$ cat src/rtl/if_stage.sv
//==============================================================================
// Module   : if_stage
// Brief    : Instruction-fetch stage: PC register, imem addressing, IF/ID
//            register with stall, redirect (optional delay slot), flush, halt.
// Revision : 1.0
//==============================================================================
`default_nettype none

module if_stage #(
  parameter logic [15:0] RESET_PC   = 16'h0000,
  parameter logic [15:0] NOP_INSTR  = 16'h0800,
  parameter logic [15:0] HALT_INSTR = 16'h8000,
  parameter bit          DELAY_SLOT = 1'b1
) (
  input  logic        clk,
  input  logic        rst,
  input  logic        stall,
  input  logic        flush,
  input  logic        redirect,
  input  logic [15:0] redirect_pc,
  output logic [15:0] imem_addr,
  input  logic [15:0] imem_data,
  output logic [15:0] id_instr,
  output logic [15:0] id_pc_plus1,
  output logic        id_valid,
  output logic        halted
);

  typedef enum logic [1:0] {
    ST_BOOT = 2'd0,
    ST_RUN  = 2'd1,
    ST_HALT = 2'd2
  } state_t;

  state_t      state;
  logic [15:0] pc;
  logic [15:0] pc_plus1;
  logic        take;
  logic        bubble;
  logic        halt_hit;

  assign imem_addr = pc;
  assign pc_plus1  = pc + 16'd1;

  // A word is latched as valid on a normal fetch or in a kept delay slot;
  // flush always wins over either.
  assign take     = !flush && (redirect ? DELAY_SLOT : !stall);
  assign bubble   = flush || (redirect && !DELAY_SLOT);
  assign halt_hit = take && (imem_data == HALT_INSTR);

  always_ff @(posedge clk) begin
    if (rst) begin
      pc          <= RESET_PC;
      id_instr    <= NOP_INSTR;
      id_pc_plus1 <= 16'h0000;
      id_valid    <= 1'b0;
      halted      <= 1'b0;
      state       <= ST_BOOT;
    end else begin
      case (state)
        ST_BOOT: begin
          id_instr <= NOP_INSTR;
          id_valid <= 1'b0;
          state    <= ST_RUN;
        end
        ST_RUN: begin
          if (halt_hit) begin
            halted <= 1'b1;
            state  <= ST_HALT;
          end else if (redirect) begin
            pc <= redirect_pc;
          end else if (!stall) begin
            pc <= pc_plus1;
          end

          if (take) begin
            id_instr    <= imem_data;
            id_pc_plus1 <= pc_plus1;
            id_valid    <= 1'b1;
          end else if (bubble) begin
            id_instr <= NOP_INSTR;
            id_valid <= 1'b0;
          end
        end
        ST_HALT: begin
          // The halt word itself was shown on entry; only bubbles follow.
          id_instr <= NOP_INSTR;
          id_valid <= 1'b0;
        end
        default: begin
          id_instr <= NOP_INSTR;
          id_valid <= 1'b0;
          state    <= ST_BOOT;
        end
      endcase
    end
  end

endmodule

`default_nettype wire

$ cat config.mk
export PLATFORM = sky130hd
export DESIGN_NAME = if_stage
export DESIGN_NICKNAME = d
export VERILOG_FILES = /design/src/rtl/if_stage.sv
export SDC_FILE = /design/constraint.sdc
export NUM_CORES = 1
export LEC_CHECK = 0
export BUFFER_PORTS_ARGS = -buffer_cell sky130_fd_sc_hd__buf_2
export CELL_PAD_IN_SITES_DETAIL_PLACEMENT = 0
export CELL_PAD_IN_SITES_GLOBAL_PLACEMENT = 2
export CORE_MARGIN = 4
export CORE_UTILIZATION = 29
export CTS_CLUSTER_DIAMETER = 30
export DETAILED_ROUTE_END_ITERATION = 10
export PLACE_DENSITY_LB_ADDON = 0.1
export SLEW_MARGIN = 20
export SYNTH_ARGS = -nofsm -noshare
export SYNTH_HDL_FRONTEND = slang
export SYNTH_SLANG_ARGS = --single-unit
export TNS_END_PERCENT = 20
$ cat constraint.sdc
create_clock -name clk -period 2.3 [get_ports clk]
set_input_delay 0.23 -clock clk [delete_from_list [all_inputs] [get_ports clk]]
set_output_delay 0.23 -clock clk [all_outputs]
set_load 0.05 [all_outputs]
==> results.ini <==
[clock_tree]
clock-root-buffer = clkbuf_8
htree_num_levels = 2
cts_tree = done
clk_pin_slew_worst_paths_ns = 0.10
clock_sinks = 52
cts_buffer_depth = 2
clk-insertion-delay-late_ns = 0.31
cts_resized = 0
ctsHoldBuffers = 0
postCtsSetupRepairBufs = 0
cts_buffers = 5

[sta]
relSlewSlack_pct = 71.5
timing_hold_violations_final = 0
final.setup.worst_slack_ns = 0.247
tightest_slew_ns = 0.428
fin_crit_sh_pct = 89.3
fin_setup_tns_ns = 0
min_period_ns = 2.05
drv_slew = 0
fmax_mhz = 487
skew_ns = 0.0131
rsz0062_at_grt = no
finalSetupViolCount = 0

[yosys]
synth_area_um2 = 2590
synth_top_family_by_area = simple AND/OR/NAND/NOR gates
muxShareOfSynthArea_pct = 2.32
ys_warn_count = 0
ys_seq_area_share_pct = 40.1
synth_cells = 286
synth-seq-cells = 52
ys_types = 50
postSynthAreaPerCell_um2 = 9.07
synth_nets = 324
synth-simple-area-share_pct = 24.3
synth-xor-area-share_pct = 4.39
synthAdderAreaFrac_pct = 0.482
synth_compound_area_share_pct = 21.7

[routing]
viasPerCell = 5.01
ant_nets = 0
drtIter0Drc = 94
wirelength_um = 7990
dr.pass1.iters = 4
wl_per_cell_um = 16.8
via_count = 2379
drc = 0

[power_and_ir_drop]
peakVddDrop_uv = 248
leakagePower_nw = 1.33
power.density_nw_per_um2 = 608

[setup_path]
crit_path_end_kind = flop
r2r_cells = 6
worstPathMaxFanout = 7
r2r_start = imem_addr[0]
r2r_setup_slack_ns = 0.25
r2r-end = imem_addr[6]
startpoint_type = flop
crit_arrival_ns = 2.27
crit_type = flop to flop
critPathRequiredTime_ns = 2.51

[final_layout]
diodes = 0
nets = 404
multi_input_area_um2 = 1380
drive_gt1_share_pct = 33.8
fill_cells = 918
final_common_cell = buf_2
syn_to_final_growth_pct = 21.9
final_cell_mix = 86 x buf_2, 52 x dfxtp_1, 43 x nor2_1, 18 x nand2_1, 15 x a22oi_1
regArea_um2 = 1040

[global_route]
grt_pass1_vias = 2277
grt_usage_pct = 15.4
grt_overflow = 0
antenna_found_initial = 0
grt_max_degree = 35
grt_pass1_wl_um = 12500

[floorplanning]
rows = 34
dieArea_um2 = 10500
pin_count = 87
initial_core_util_pct = 29.7
die_x_um = 103
die_h_um = 103
fp.coreArea_um2 = 8720

[placed_design]
preCtsSetupSlack_ns = 0.237
dp_hpwl_um = 5890
place.port_buffers = 86
gp_congestion = 0.773

[min_path]
worstHoldStart = imem_data[6]
min_path_type = primary input to flop
hold_path_end = id_instr[6]
hold_path_depth = 3

[job]
drv_cap = 0

[outcome]
status = completed

## registers in the layout, indices dropped and copies added, names as in the netlist
register,flops
id_valid,1
halted,1
imem_addr,16
state,2
id_pc_plus1,16
id_instr,16
## cells in the mapped netlist (all sizes together)
cell,count,area [µm²]
nor2b,1,6.26
o22ai,1,6.26
dfxtp,52,1040
o21ai,4,20.0
nor3,14,75.1
a31o,1,8.76
or2,1,6.26
o21a,1,7.51
clkinv,1,3.75
mux2i,6,60.1
nor2,46,180
nand2,19,73.8
o31a,1,8.76
a311oi,1,8.76
o32ai,1,8.76
nand4,7,88.8
xnor2,4,35.0
o311ai,6,52.6
or3,1,11.3
or4,1,7.51
o211ai,7,52.6
nand3,5,37.5
a22oi,15,113
inv,4,15.0
and2b,1,7.51
xor2,9,78.8
a21oi,12,60.1
nor3b,1,7.51
nor4,10,103
clkbuf,10,58.8
nand2b,4,25.0
a31oi,3,18.8
ha,1,12.5
a211oi,11,87.6
buf,12,96.3
o31ai,12,110
## how the worst max path moves through the flow
stage,from,to,slack [ns]
2_1_floorplan,imem_addr[0],imem_addr[6],0.12
3_3_place_gp,imem_addr[0],imem_addr[14],0.29
3_5_place_dp,imem_addr[0],imem_addr[14],0.24
4_1_cts,imem_addr[0],imem_addr[14],0.22
5_1_grt,imem_addr[0],imem_addr[6],0.11
6_report,imem_addr[0],imem_addr[6],0.25
## where the power goes
group / internal (mW) / switching, mW
logic: 0.115 / 0.281
clock network: 0.218 / 0.320
registers: 0.940 / 0.0467
## cell type report
type	count	share of cell area, %
Multi-Input combinational cell	207	43.6
Sequential cell	52	32.9
Timing Repair Buffer	95	15.8
Tap cell	108	4.28
Clock buffer	6	2.30
Inverter	5	0.594
Clock inverter	2	0.515
## per-stage QoR
| step | power [mW] | hold WS, ns | util, % | std cells | area (µm²) |
|---|---|---|---|---|---|
| 3_3_place_gp | 1.41 | 0.435 | 35.2 | 467 | 3070 |
| 5_1_grt | 2.02 | 0.187 | 36.2 | 475 | 3160 |
| 4_1_cts | 1.95 | 0.171 | 36.2 | 475 | 3160 |
| 6_report | 1.92 | 0.177 | 36.2 | 475 | 3160 |
| 2_1_floorplan | 1.29 | 0.390 | - | 286 | 2590 |
| 3_5_place_dp | 1.41 | 0.442 | 35.2 | 467 | 3070 |
## kinds of logic after synthesis
| family | Yosys count |
|---|---|
| compound gates | 76 |
| flops | 52 |
| simple gates | 111 |
| mux | 6 |
| xor+xnor | 13 |
| fa+ha+maj | 1 |
| buf+inv | 27 |
## per-layer routing
| metal | global-route usage (%) | part of all wire (%) |
|---|---|---|
| met2 | 23.8 | 45 |
| met4 | 3.03 | 0.66 |
| met1 | 22.1 | 48 |
| met5 | 0 | 0 |
| met3 | 3.25 | 5.9 |
## critical path: stages (launching register included)
cell and delay [ns]:
dfxtp_1 0.51, ha_1 0.39, nand3_1 0.22, o21a_1 0.24, o311ai_0 0.31, nor3_1 0.09, a31o_2 0.21
Power figures use the tool's default switching activity.
